<file path="src/rtl/simple_uart_pkg.sv">
// -----------------------------------------------------------------------------
// simple_uart_pkg
// Shared types and constants for the simple_uart 8N1 UART.
//   - rx_state_e : receive FSM states (IDLE, START, BIT0..BIT7, STOP)
//   - FRAME_BITS : start + 8 data + stop
//   - DUMMY_BITS : idle-high bit times sent after reset or a divider change
//   - RX_EMPTY   : read value of an empty receive buffer
//   - merge_lanes: byte-lane merge used by the divider register
// -----------------------------------------------------------------------------
package simple_uart_pkg;

    localparam int FRAME_BITS = 10;
    localparam int DUMMY_BITS = 15;
    localparam logic [31:0] RX_EMPTY = 32'hFFFF_FFFF;

    typedef enum logic [3:0] {
        RX_IDLE  = 4'd0,
        RX_START = 4'd1,
        RX_BIT0  = 4'd2,
        RX_BIT1  = 4'd3,
        RX_BIT2  = 4'd4,
        RX_BIT3  = 4'd5,
        RX_BIT4  = 4'd6,
        RX_BIT5  = 4'd7,
        RX_BIT6  = 4'd8,
        RX_BIT7  = 4'd9,
        RX_STOP  = 4'd10
    } rx_state_e;

    // Replace each byte lane of old_val whose enable is set with the same lane of new_val.
    function automatic logic [31:0] merge_lanes(
        input logic [31:0] old_val,
        input logic [31:0] new_val,
        input logic [3:0]  lane_we
    );
        logic [31:0] res;
        res = old_val;
        for (int i = 0; i < 4; i++) begin
            if (lane_we[i]) begin
                res[8*i +: 8] = new_val[8*i +: 8];
            end
        end
        return res;
    endfunction

endpackage

</file>
<file path="src/rtl/simple_uart_rx.sv">
// -----------------------------------------------------------------------------
// simple_uart_rx
// Receive side of simple_uart: start detection, mid-bit sampling FSM,
// 8-bit LSB-first shifter and a single-byte receive buffer.
// Ports:
//   clk        in   system clock
//   resetn     in   synchronous reset, active-low
//   i_rx       in   serial receive line (idles high)
//   i_cfg_div  in   divider; bit time is i_cfg_div+2 clocks
//   i_dat_re   in   read strobe, consumes the buffered byte
//   o_dat_do   out  {24'h0, byte} when valid, else all ones
// Build option: SIMPLE_UART_RX_SYNC_EN inserts a 2-flop synchronizer
// (reset to 1) in front of the FSM, delaying start detection by 2 clocks.
// -----------------------------------------------------------------------------
module simple_uart_rx
    import simple_uart_pkg::*;
(
    input  logic        clk,
    input  logic        resetn,
    input  logic        i_rx,
    input  logic [31:0] i_cfg_div,
    input  logic        i_dat_re,
    output logic [31:0] o_dat_do
);

    logic      w_rx;
    rx_state_e r_state;
    logic [31:0] r_cnt;
    logic [7:0]  r_shift;
    logic [7:0]  r_buf;
    logic        r_valid;

`ifdef SIMPLE_UART_RX_SYNC_EN
    logic [1:0] r_rx_sync;

    // Two-stage synchronizer for the asynchronous serial input.
    always_ff @(posedge clk) begin
        if (!resetn) begin
            r_rx_sync <= 2'b11;
        end else begin
            r_rx_sync <= {r_rx_sync[0], i_rx};
        end
    end

    assign w_rx = r_rx_sync[1];
`else
    assign w_rx = i_rx;
`endif

    // Receive FSM, bit timer, shifter and buffer.
    always_ff @(posedge clk) begin
        if (!resetn) begin
            r_state <= RX_IDLE;
            r_cnt   <= 32'd0;
            r_shift <= 8'd0;
            r_buf   <= 8'd0;
            r_valid <= 1'b0;
        end else begin
            r_cnt <= r_cnt + 32'd1;
            // A read consumes the byte; a byte completing this same cycle overrides it below.
            if (i_dat_re) begin
                r_valid <= 1'b0;
            end
            case (r_state)
                RX_IDLE: begin
                    if (!w_rx) begin
                        r_state <= RX_START;
                        r_cnt   <= 32'd0;
                    end
                end
                RX_START: begin
                    // Half a bit time into the start bit: later samples land mid-bit.
                    if ({r_cnt, 1'b0} > {1'b0, i_cfg_div}) begin
                        r_state <= RX_BIT0;
                        r_cnt   <= 32'd0;
                    end
                end
                RX_BIT0, RX_BIT1, RX_BIT2, RX_BIT3,
                RX_BIT4, RX_BIT5, RX_BIT6, RX_BIT7: begin
                    if (r_cnt > i_cfg_div) begin
                        r_shift <= {w_rx, r_shift[7:1]};
                        r_state <= rx_state_e'(r_state + 4'd1);
                        r_cnt   <= 32'd0;
                    end
                end
                RX_STOP: begin
                    // Stop level is not checked; an unread byte is overwritten.
                    if (r_cnt > i_cfg_div) begin
                        r_buf   <= r_shift;
                        r_valid <= 1'b1;
                        r_state <= RX_IDLE;
                        r_cnt   <= 32'd0;
                    end
                end
                default: begin
                    r_state <= RX_IDLE;
                    r_cnt   <= 32'd0;
                end
            endcase
        end
    end

    assign o_dat_do = r_valid ? {24'h00_0000, r_buf} : RX_EMPTY;

endmodule

</file>
<file path="src/rtl/simple_uart.sv">
// -----------------------------------------------------------------------------
// simple_uart
// Minimal memory-mapped 8N1 UART: 32-bit programmable divider, single-byte
// receive buffer (simple_uart_rx) and single-byte transmit shifter.
// Ports:
//   clk           in   system clock
//   resetn        in   synchronous reset, active-low
//   ser_tx        out  serial transmit line, idles high
//   ser_rx        in   serial receive line, idles high
//   reg_div_we    in   byte-lane write enables for the divider
//   reg_div_di    in   divider write data
//   reg_div_do    out  current divider value
//   reg_dat_we    in   transmit-byte write request (held until wait drops)
//   reg_dat_re    in   receive-buffer read strobe
//   reg_dat_di    in   transmit data, [7:0] used
//   reg_dat_do    out  receive data or 32'hFFFF_FFFF when empty
//   reg_dat_wait  out  transmitter busy, write not accepted this cycle
// Build option: SIMPLE_UART_RX_SYNC_EN (see simple_uart_rx).
// -----------------------------------------------------------------------------
module simple_uart
    import simple_uart_pkg::*;
#(
    parameter logic [31:0] DIV_RESET = 32'd1
) (
    input  logic        clk,
    input  logic        resetn,
    output logic        ser_tx,
    input  logic        ser_rx,
    input  logic [3:0]  reg_div_we,
    input  logic [31:0] reg_div_di,
    output logic [31:0] reg_div_do,
    input  logic        reg_dat_we,
    input  logic        reg_dat_re,
    input  logic [31:0] reg_dat_di,
    output logic [31:0] reg_dat_do,
    output logic        reg_dat_wait
);

    logic [31:0] r_cfg_div;
    logic        r_send_dummy;
    logic [9:0]  r_pattern;
    logic [3:0]  r_bitcnt;
    logic [31:0] r_tx_cnt;
    logic        w_tx_idle;
    logic        w_unused_dat;

    assign w_tx_idle    = (r_bitcnt == 4'd0);
    assign reg_div_do   = r_cfg_div;
    assign reg_dat_wait = reg_dat_we && (!w_tx_idle || r_send_dummy);
    assign ser_tx       = r_pattern[0];
    assign w_unused_dat = ^reg_dat_di[31:8];

    // Divider register with per-byte-lane writes.
    always_ff @(posedge clk) begin
        if (!resetn) begin
            r_cfg_div <= DIV_RESET;
        end else begin
            r_cfg_div <= merge_lanes(r_cfg_div, reg_div_di, reg_div_we);
        end
    end

    // Transmit shifter: dummy idle period, byte load, then one shift per bit time.
    always_ff @(posedge clk) begin
        if (!resetn) begin
            r_pattern    <= 10'h3FF;
            r_bitcnt     <= 4'd0;
            r_tx_cnt     <= 32'd0;
            r_send_dummy <= 1'b1;
        end else begin
            r_tx_cnt <= r_tx_cnt + 32'd1;
            if (r_send_dummy && w_tx_idle) begin
                r_pattern    <= 10'h3FF;
                r_bitcnt     <= 4'(DUMMY_BITS);
                r_tx_cnt     <= 32'd0;
                r_send_dummy <= 1'b0;
            end else if (reg_dat_we && w_tx_idle) begin
                r_pattern <= {1'b1, reg_dat_di[7:0], 1'b0};
                r_bitcnt  <= 4'(FRAME_BITS);
                r_tx_cnt  <= 32'd0;
            end else if (!w_tx_idle && (r_tx_cnt > r_cfg_div)) begin
                r_pattern <= {1'b1, r_pattern[9:1]};
                r_bitcnt  <= r_bitcnt - 4'd1;
                r_tx_cnt  <= 32'd0;
            end
            // A divider change re-arms the idle period so the far end can resync.
            if (|reg_div_we) begin
                r_send_dummy <= 1'b1;
            end
        end
    end

    simple_uart_rx u_rx (
        .clk       (clk),
        .resetn    (resetn),
        .i_rx      (ser_rx),
        .i_cfg_div (r_cfg_div),
        .i_dat_re  (reg_dat_re),
        .o_dat_do  (reg_dat_do)
    );

endmodule

</file>
<file path="config.mk">
export PLATFORM = sky130hd
export DESIGN_NAME = simple_uart
export DESIGN_NICKNAME = d
export VERILOG_FILES = /design/src/rtl/simple_uart_pkg.sv /design/src/rtl/simple_uart_rx.sv /design/src/rtl/simple_uart.sv
export SDC_FILE = /design/constraint.sdc
export NUM_CORES = 1
export LEC_CHECK = 0
export CORE_MARGIN = 4
export CORE_UTILIZATION = 45
export CTS_CLUSTER_SIZE = 25
export DETAILED_ROUTE_END_ITERATION = 7
export GPL_TIMING_DRIVEN = 0
export PLACE_DENSITY_LB_ADDON = 0.08
export SLEW_MARGIN = 10
export SYNTH_ARGS = -nofsm -noshare
export SYNTH_HDL_FRONTEND = slang
export SYNTH_SLANG_ARGS = --single-unit
</file>
<file path="constraint.sdc">
create_clock -name clk -period 2.19 [get_ports clk]
set_input_delay 0.657 -clock clk [delete_from_list [all_inputs] [get_ports clk]]
set_output_delay 0.657 -clock clk [all_outputs]
set_load 0.1 [all_outputs]
</file>
== After elaboration in Yosys (flattened, before gate mapping) ==
Cells that the tools add are included.

* Add/subtract/negate cells: 4
* Order comparisons: 3
* Equality and inequality tests: 14
* Muxes and demuxes: 18
* Bitwise logic cells: 1
* Reductions and logical operators: 18

{| class="wikitable"
|+ Operator list
! cell !! number
|-
| two-way mux 32 bit || 4
|-
| case mux 32 bit (3 select lines) || 1
|-
| adder 32 x 1 -> 32 bit (second input constant) || 2
|-
| greater-than comparator 32 bit || 2
|-
| greater-than comparator 33 x 32 -> 1 bit || 1
|-
| two-way mux 4 bit || 7
|-
| two-way mux 9 bit || 2
|-
| == test 4 x 3 -> 1 bit (second input constant) || 4
|-
| case mux 4 bit (4 select lines) || 1
|-
| == test 4 bit (second input constant) || 3
|-
| OR reduction 9 bit || 1
|-
| == test 4 x 2 -> 1 bit (second input constant) || 2
|-
| zero test 4 bit || 2
|-
| OR reduction 8 bit || 1
|-
| != test 2 x 1 -> 1 bit (second input constant) || 3
|-
| OR reduction 5 bit || 1
|-
| adder 4 x 1 -> 4 bit (second input constant) || 1
|-
| == test 4 x 1 -> 1 bit (second input constant) || 1
|-
| logical AND 1 bit || 4
|-
| AND reduction 2 bit || 2
|-
| AND reduction 4 bit || 1
|-
| OR reduction 4 bit || 1
|-
| subtractor 4 x 1 -> 4 bit (second input constant) || 1
|-
| two-way mux 1 bit || 3
|-
| 7 further kinds || 7
|}

* Register bits after elaboration: 131
* Bits of input ports: 73
* Output and inout port bits: 66
* Word-level logic and storage cells: 71

== Logic depth before layout (Yosys ltp) ==
Gate-level depths: netlist (run 1).

* Depth in word-level cells: 6
* Gate-level depth with buffers: 10
* Gate-level depth less buffers: 9

== Hierarchy ==
A second synthesis (run 1) with hierarchy kept.

* Cells, all modules: 941
* Area total of the unflattened synthesis: 7,998.9 µm²

{| class="wikitable"
|+ Modules (own cells, without submodules)
! module !! instances !! cells an instance !! area each (µm²) !! seq. area each (µm²)
|-
| simple_uart_rx || 1 || 492 || 4,066.4 || 1,061.0
|-
| simple_uart || 1 || 449 || 3,932.5 || 1,561.5
|}

== Worst setup path after synthesis (run 1) ==
OpenSTA, ideal clock, no wires.

* Kind: register -> register
* Start point: register r_cfg_div[27], in the netlist reg_div_do[27]
* End point: register u_rx.r_state[2]
* Library setup time: 122 ps
* Arrival: 3,122 ps
* Required time: 2,068 ps
* Setup slack: -1,054 ps
* Cell stages (with the launch flop): 10
* Path buffers: 0
* Clock period less this slack: 3,244 ps
* Cell sequence: dfxtp_1 > inv_1 > ha_1 > nand4_2 > or4_1 > nor2_1 > a21oi_2 > o31ai_4 > nor4_1 > a311o_1

* Longest elaborated chain between the ends: 3
* Elaborated cells on any way between the ends: 6
* Those cells by class: order compare: 2; eq/ne: 3; reduce/logical: 1

{| class="wikitable"
|+ Ends and longest elaborated chain
! item !! RTL line !! source
|-
| start, declared || simple_uart.sv:39 || <nowiki>logic [31:0] r_cfg_div;</nowiki>
|-
| start signal, assigned || simple_uart.sv:58 || <nowiki>r_cfg_div <= merge_lanes(r_cfg_div, reg_div_di, reg_div_we);</nowiki>
|-
| greater-than comparator 33 x 32 -> 1 bit / greater-than comparator 32 bit (equally long branches) || simple_uart_rx.sv:73, simple_uart_rx.sv:80, simple_uart_rx.sv:88 ||
|-
| != test 2 x 1 -> 1 bit (no source line) || n/a ||
|-
| AND reduction 4 bit (no source line) (*) || n/a ||
|-
| end signal, assigned || simple_uart_rx.sv:82 || <nowiki>r_state <= rx_state_e'(r_state + 4'd1);</nowiki>
|-
| end, declared || simple_uart_rx.sv:27 || <nowiki>rx_state_e r_state;</nowiki>
|}

Mark *: on every way between the ends. The rest lies on a longest branch, timed or not.
A chain may end at the register's enable or synchronous reset.

== Final worst setup path (run 1) ==
* Start point: register r_cfg_div[19], in the netlist reg_div_do[19]
* End point: register u_rx.r_cnt[13]

* Longest elaborated chain between the ends: 3
* Elaborated cells on any way between the ends: 5
* Those cells by class: order compare: 2; mux: 3

{| class="wikitable"
|+ Ends and longest elaborated chain
! item !! RTL line !! source
|-
| greater-than comparator 33 x 32 -> 1 bit / greater-than comparator 32 bit (equally long branches) || simple_uart_rx.sv:73, simple_uart_rx.sv:80, simple_uart_rx.sv:88 ||
|-
| two-way mux 32 bit, on equally long branches || simple_uart_rx.sv:73, simple_uart_rx.sv:80, simple_uart_rx.sv:88 ||
|-
| case mux 32 bit (3 select lines) (*) || simple_uart_rx.sv:64 || <nowiki>case (r_state)</nowiki>
|-
| end signal, assigned || simple_uart_rx.sv:59 || <nowiki>r_cnt <= r_cnt + 32'd1;</nowiki>
|-
| end, declared || simple_uart_rx.sv:28 || <nowiki>logic [31:0] r_cnt;</nowiki>
|}

Marks and branches as above.

==> out/results.tsv, run 1 <==
stage	metric	value	unit
clocking	clk_pin_slew	60	ps
power_and_ir_drop	ir_worst_vdd	0.613	mV
floorplan	io_pins	139	
logic_synthesis	synth_warnings	0	
finish	antennaDiodeCount	0	
power_and_ir_drop	switchingPower	3.00	mW
status	status	finished with violations	
placement	dp_slack	-907	ps
status	failed_checks	negative setup slack	
critical_path	path_cells	clkinvlp_4, ha_4, nand4_1, or4_1, nor2_2, a21oi_4, o31ai_4, buf_6, o311ai_4, buf_6, buf_12, nor2_2	
clocking	clk_path_buf_depth	2	
critical_path	r2r-end	u_rx.r_cnt[13]$_SDFF_PN0_	
critical_path	start_kind	flop	
floorplan	die_w	141	um
drt	finalWirelength	20800	um
global_route	grt_max_degree	17	
placement	gp_congestion	0.842	
job	drv_cap	0	
logic_synthesis	synth_cells	902	
critical_path	path_max_fanout	10	
logic_synthesis	synth_nets	1077	
critical_path	crit_required	2550	ps
logic_synthesis	yosysUniqueCellTypes	59	
timing	slew_headroom	0.370	
timing	slew_violations	0	
timing	tightest_slew	949	ps
clocking	htreeDepth	4	
clocking	clock-sinks	131	
min_path	worstHoldPathCells	1	
timing	layout_min_cycle_time	2730	ps
critical_path	r2r-start	reg_div_do[19]$_SDFFE_PN0P_	
finish	final_common_cell	dfxtp_1	
critical_path	cp_data_arrival_time	3100	ps
timing	setup_viol	99	
global_route	use_met3	0.0414	
floorplan	dieArea	19800	um^2
min_path	worstHoldStart	r_tx_cnt[0]$_SDFF_PP0_	
power_and_ir_drop	swShare	0.351	
global_route	antenna_found_initial	0	
floorplan	core-area	17300	um^2
timing	fmax	0.366	GHz
logic_synthesis	yosysSeqAreaShare	0.331	
power_and_ir_drop	power	8.57	mW
global_route	grt_pass1_wl	33000	um
logic_synthesis	synth_edf_count	0	
finish	layout-drive-gt1-share	0.361	
drt	wl_per_cell	15.9	um
clocking	cts_hold_buf	0	
drt	vias	6802	
placement	dp_hpwl	15100	um
critical_path	r2r_slack	-540	ps
drt	initialDrtViolationCount	355	
timing	setup_ws	-545	ps
global_route	use_met1	0.294	
critical_path	cp-end-kind	flop	
min_path	hp-class	reg2reg	
critical_path	reg2reg_depth	12	
power_and_ir_drop	p_comb_frac	0.349	
clocking	cts_made_buffers	17	
critical_path	max_stage_delay	560	ps
global_route	grt_use_total	0.205	
power_and_ir_drop	p_leak	4.51	nW
power_and_ir_drop	powerDensity	753	nW/um^2
logic_synthesis	avgSynthCellArea	8.78	um^2
timing	fin_skew	9.56	ps
floorplan	start_util	0.458	
placement	io_buffers	110	
min_path	whs_endpoint	r_tx_cnt[0]$_SDFF_PP0_	
clocking	cts_tree	built	
floorplan	die_h	141	um
drt	drtAntennaViolNets	0	
power_and_ir_drop	clkPwrFrac	0.339	
placement	dp_cells	1237	
global_route	grt_pass1_vias	6347	
finish	syn_to_final_growth	43.7	%
drt	first_pass_iters	4	
global_route	grt_use_met2	0.317	
drt	drcViolationCount	0	
logic_synthesis	synthFlopType	dfxtp_1	
finish	layout.cells.non_filler	1310	
power_and_ir_drop	power.internal	5.56	mW
drt	vias_per_cell	5.19	
critical_path	crit_type	reg2reg	
clocking	clkLatencyLatePin	430	ps
timing	finalSetupTns	-39330	ps
timing	holdWs	458	ps
global_route	grt.overflow.total	0	
finish	layout.cells.most_common_list	dfxtp_1 (82), nor2_1 (80), ha_1 (72)	
clocking	cts-root-buf	clkbuf_16	
floorplan	num_rows	48	
timing	rsz0062_at_grt	true	
critical_path	cp_slowest_cell	or4_1	
logic_synthesis	ys_ff_latch	131	
finish	fin_nets	1247	
logic_synthesis	netlist_area	7920	um^2
power_and_ir_drop	p_seq_frac	0.312	
timing	hold_violations	0	
global_route	gr-max-usage-layer	met2	
timing	fin_crit_sh	1.25	
logic_synthesis	synthArstFlopShare	0	
==> critical path, delay by kind of cell, from the launching register on <==
family                     cells  cell delay (ps)
and+or+nand+nor                4             1000
buffers and inverters          4              610
DFF                            1              360
AOI/OAI and AO/OA              3              360
adders and majority gates      1              310
==> flip-flops by register name (all words and copies together) (netlist names) <==
register / cells
u_rx.r_cnt: 32
reg_div_do: 32
r_pattern: 9
r_bitcnt: 4
r_tx_cnt: 32
u_rx.r_buf: 8
u_rx.r_shift: 8
r_send_dummy: 1
u_rx.r_state: 4
u_rx.r_valid: 1
==> worst max path at each step <==
stage | from | end | slack [ps] | depth (start not counted)
detailed placement | reg_dat_we | reg_dat_wait | -910 | 3
CTS | reg_div_do[13]$_SDFFE_PN0P_ | r_bitcnt[3]$_SDFFE_PN0P_ | -460 | 10
global route | reg_div_do[19]$_SDFFE_PN0P_ | u_rx.r_buf[7]$_SDFFE_PN0P_ | -620 | 11
finish | reg_div_do[19]$_SDFFE_PN0P_ | u_rx.r_cnt[13]$_SDFF_PN0_ | -540 | 12
floorplan | reg_div_do[7]$_SDFFE_PN0P_ | u_rx.r_cnt[14]$_SDFF_PN0_ | -360 | 10
global placement | reg_dat_we | reg_dat_wait | -930 | 3
==> synth_stat cells, types with 5 or more instances <==
library cell  number  area share
and4_1             5      0.0055
dfxtp_1          131        0.33
xor2_1            38       0.042
nor2_1           114       0.054
inv_1             46       0.022
buf_4             23       0.022
and3_1            16       0.013
clkbuf_1          14      0.0066
nand2_1           66       0.031
nand3_1           34       0.021
mux2i_1           50       0.063
a21oi_1           44       0.028
or3_1              5      0.0040
ha_1             102        0.16
nand2b_1          13       0.010
a211oi_1          11       0.010
nor3b_1            6      0.0057
nor4_1             8      0.0063
nor3_1            19       0.012
o21ai_0           20       0.013
a21o_1             7      0.0066
nor2_2            31       0.024
xnor2_1           22       0.024
nand4_1           21       0.017
==> metrics by stage <==
| stage | utilization | cell area, um^2 |
|---|---|---|
| 6_report | 0.658 | 11400 |
| 2_1_floorplan | - | 8370 |
| 4_1_cts | 0.627 | 10800 |
| 5_1_grt | 0.658 | 11400 |
| 3_3_place_gp | 0.564 | 9750 |
| 3_5_place_dp | 0.564 | 9750 |
==> area by class of cell <==
class	count	area, um^2
fillers	1379	5920
multi-input cells	679	5630
flip-flops and latches	131	2760
repair buffers	148	1450
clock buffers	21	482
plain buffers	46	400
well taps	225	282
inverters	46	221
clock inverters	11	124
repair inverters	3	22.5
==> layer usage <==
layer	part of all wire	vias up
met3	0.048	24
met2	0.46	131
met5	0	-
met1	0.48	3159
met4	0.015	0
li1	-	3488
==> power by group through the flow <==
stage	Clock [mW]	Combinational, mW	Sequential, mW
3_3_place_gp	0	2.13	2.71
6_report	2.90	2.99	2.67
5_1_grt	3.04	3.22	2.70
4_1_cts	2.94	2.53	2.66
2_1_floorplan	0	1.32	2.97
3_5_place_dp	0	2.15	2.71
==> kinds of logic (layout without fill, tap and decap cells) <==
group                    count (synthesis)  count (layout)  share of synthesized area
AND/OR/NAND/NOR                        356             356                      0.224
flip-flops                             131             131                      0.331
AO/OA/AOI/OAI                          111             111                     0.0965
adder cells (fa/ha/maj)                102             102                      0.161
buffers and inverters                   92             275                     0.0580
XOR/XNOR                                60              60                     0.0664
multiplexers                            50              50                     0.0632
==> repair_timing <==
action / in CTS / in global routing
buffers inserted: 17 / 14
setup endpoints to repair: 164 / 124
pin swaps: 40 / 46
endpoints found under the hold margin: 0 / 0
resized for setup: 333 / 113
gates cloned: 6 / 4
(Power assumes the default switching activity.)
==> run 2, diff against run 1 <==
--- a/config.mk
+++ b/config.mk
@@ -7,10 +7,11 @@
 export LEC_CHECK = 0
 export CORE_MARGIN = 4
 export CORE_UTILIZATION = 45
+export CTS_CLUSTER_DIAMETER = 80
 export CTS_CLUSTER_SIZE = 25
 export DETAILED_ROUTE_END_ITERATION = 7
 export GPL_TIMING_DRIVEN = 0
-export PLACE_DENSITY_LB_ADDON = 0.08
+export PLACE_DENSITY_LB_ADDON = 0.05
 export SLEW_MARGIN = 10
 export SYNTH_ARGS = -nofsm -noshare
 export SYNTH_HDL_FRONTEND = slang
==> out/results.tsv, run 2 (synthesis results as in run 1) <==
stage	metric	value	unit	change
finish	layout.cells.most_common_list	dfxtp_1 (81), nor2_1 (80), buf_4 (73)		was dfxtp_1 (82), nor2_1 (80), ha_1 (72)
critical_path	r2r-start	reg_div_do[4]$_SDFFE_PN0P_		was reg_div_do[19]$_SDFFE_PN0P_
floorplan	core-area	17300	um^2	unchanged
clocking	clock-sinks	131		unchanged
critical_path	cp-end-kind	flop		unchanged
timing	fin_skew	11.1	ps	was 9.56 ps
timing	fmax	0.367	GHz	was 0.366 GHz
finish	antennaDiodeCount	0		unchanged
placement	dp_hpwl	15200	um	was 15100 um
finish	final_common_cell	dfxtp_1		unchanged
floorplan	dieArea	19800	um^2	unchanged
finish	fillers	1373		was 1379
global_route	grt_use_total	0.228		was 0.205
drt	finalWirelength	22400	um	was 20800 um
finish	fin_nets	1269		was 1247
finish	design_area	11900	um^2	was 11400 um^2
critical_path	r2r-end	u_rx.r_state[3]$_SDFFE_PN0P_		was u_rx.r_cnt[13]$_SDFF_PN0_
clocking	clk_path_buf_depth	2		unchanged
critical_path	r2r_slack	-530	ps	was -540 ps
clocking	cts_made_buffers	17		unchanged
critical_path	start_kind	flop		unchanged
clocking	clk_pin_slew	60	ps	about the same
timing	slew_violations	0		unchanged
floorplan	io_pins	139		unchanged
timing	layout_min_cycle_time	2720	ps	was 2730 ps
status	status	finished with violations		unchanged
placement	dp_slack	-915	ps	was -907 ps
floorplan	num_rows	48		unchanged
power_and_ir_drop	p_leak	4.65	nW	was 4.51 nW
clocking	htreeDepth	4		unchanged
finish	syn_to_final_growth	49.6	%	was 43.7%
min_path	worstHoldPathCells	1		unchanged
placement	gp_congestion	0.819		was 0.842
critical_path	startpoint	reg_div_do[4]$_SDFFE_PN0P_		was reg_div_do[19]$_SDFFE_PN0P_
critical_path	crit_type	reg2reg		unchanged
status	failed_checks	negative setup slack		unchanged
floorplan	die_w	141	um	unchanged
clocking	cts_tree	built		unchanged
timing	hold_violations	0		unchanged
drt	drcViolationCount	0		unchanged
drt	vias_per_cell	5.28		was 5.19
global_route	antenna_found_initial	0		unchanged
floorplan	start_util	0.458		unchanged
job	drv_cap	0		unchanged
timing	holdWs	474	ps	was 458 ps
critical_path	crit_required	2540	ps	was 2550 ps
power_and_ir_drop	power	8.87	mW	was 8.57 mW
timing	tightest_slew	994	ps	was 949 ps
critical_path	path_max_fanout	4		was 10
critical_path	reg2reg_depth	11		was 12
drt	wl_per_cell	16.8	um	was 15.9 um
global_route	grt_max_degree	17		unchanged
clocking	cts-root-buf	clkbuf_16		unchanged
power_and_ir_drop	ir_worst_vdd	0.613	mV	about the same
global_route	grt_pass1_wl	36300	um	was 33000 um
timing	setup_ws	-532	ps	was -545 ps
timing	slew_headroom	0.338		was 0.370
timing	fin_crit_sh	1.24		was 1.25
floorplan	die_h	141	um	unchanged
timing	setup_viol	98		was 99
global_route	grt_pass1_vias	7120		was 6347
placement	io_buffers	110		unchanged
global_route	grt.overflow.total	0		unchanged
placement	post_dp_cell_area	9750	um^2	unchanged
critical_path	worstSetupEndpoint	u_rx.r_state[3]$_SDFFE_PN0P_		was u_rx.r_cnt[13]$_SDFF_PN0_
drt	first_pass_iters	6		was 4
clocking	clkLatencyLatePin	430	ps	about the same
drt	drtAntennaViolNets	0		unchanged
critical_path	cp_data_arrival_time	3070	ps	was 3100 ps
timing	rsz0062_at_grt	true		unchanged
drt	vias	7028		was 6802
clocking	cts_hold_buf	0		unchanged
finish	layout-drive-gt1-share	0.393		was 0.361
drt	initialDrtViolationCount	254		was 355
power_and_ir_drop	powerDensity	749	nW/um^2	was 753 nW/um^2
min_path	hp-class	reg2reg		unchanged
run 2: cell types whose count changed in the layout (fill, tap and decap cells not counted), sizes merged:
| cell | delta |
|---|---|
| dlygate4sd2 | -1 |
| clkinv | +2 |
| clkinvlp | -1 |
| clkbuf | -1 |
| buf | +26 |
| clkdlybuf4s15 | -2 |
| bufinv | -1 |
run 2: through the flow:
step,std cells,setup TNS (ps),utilization
2_1_floorplan,902,-29150,-
3_3_place_gp,1237,-76580,0.564
3_5_place_dp,1237,-75570,0.564
4_1_cts,1321,-31710,0.665
5_1_grt,1332,-48870,0.685
6_report,1332,-39890,0.685
run 2: worst min-delay path by stage:
stage | endpoint | from
after floorplan | r_tx_cnt[0]$_SDFF_PP0_ | r_tx_cnt[0]$_SDFF_PP0_
after global placement | r_tx_cnt[0]$_SDFF_PP0_ | r_tx_cnt[0]$_SDFF_PP0_
after detailed placement | r_tx_cnt[0]$_SDFF_PP0_ | r_tx_cnt[0]$_SDFF_PP0_
after CTS | r_tx_cnt[0]$_SDFF_PP0_ | r_tx_cnt[0]$_SDFF_PP0_
after global routing | u_rx.r_cnt[0]$_SDFF_PN0_ | u_rx.r_cnt[0]$_SDFF_PN0_
final | u_rx.r_cnt[0]$_SDFF_PN0_ | u_rx.r_cnt[0]$_SDFF_PN0_
run 2: critical path, cell delays in order, from the launching register on:
cell and delay, ps:
dfxtp_4 370, inv_4 50, ha_1 300, nand4_1 190
or3_4 390, a21oi_2 160, o31a_4 190, o31ai_4 100
buf_6 140, buf_6 100, or4_1 490, a22oi_1 150
run 2: layout make-up:
cell class | instances | area (um^2) | area share
multi-input combinational | 679 | 5830 | 0.492
sequential | 131 | 2770 | 0.234
timing repair buffer | 171 | 1700 | 0.144
clock buffer | 21 | 504 | 0.0426
buffer | 45 | 397 | 0.0335
tap | 225 | 282 | 0.0238
inverter | 46 | 233 | 0.0196
clock inverter | 11 | 111 | 0.00940
timing repair inverter | 3 | 22.5 | 0.00190
run 2: repair_timing:
item,4_1_cts,5_1_grt
pin swaps,111,25
resized for setup,449,68
setup endpoints to repair,164,108
setup buffers,42,11
gates cloned,12,0
run 2: metal layers:
layer  global-route usage  wire [um]
met5                    0          0
met1                0.291      10100
met4               0.0719        315
met3               0.0560       1220
met2                0.379      10800
run 2: power breakdown:
part	switching (mW)	leakage, nW	internal, mW
sequential	0.153	1.09	2.53
combinational	1.86	3.26	1.39
clock	1.17	0.301	1.78
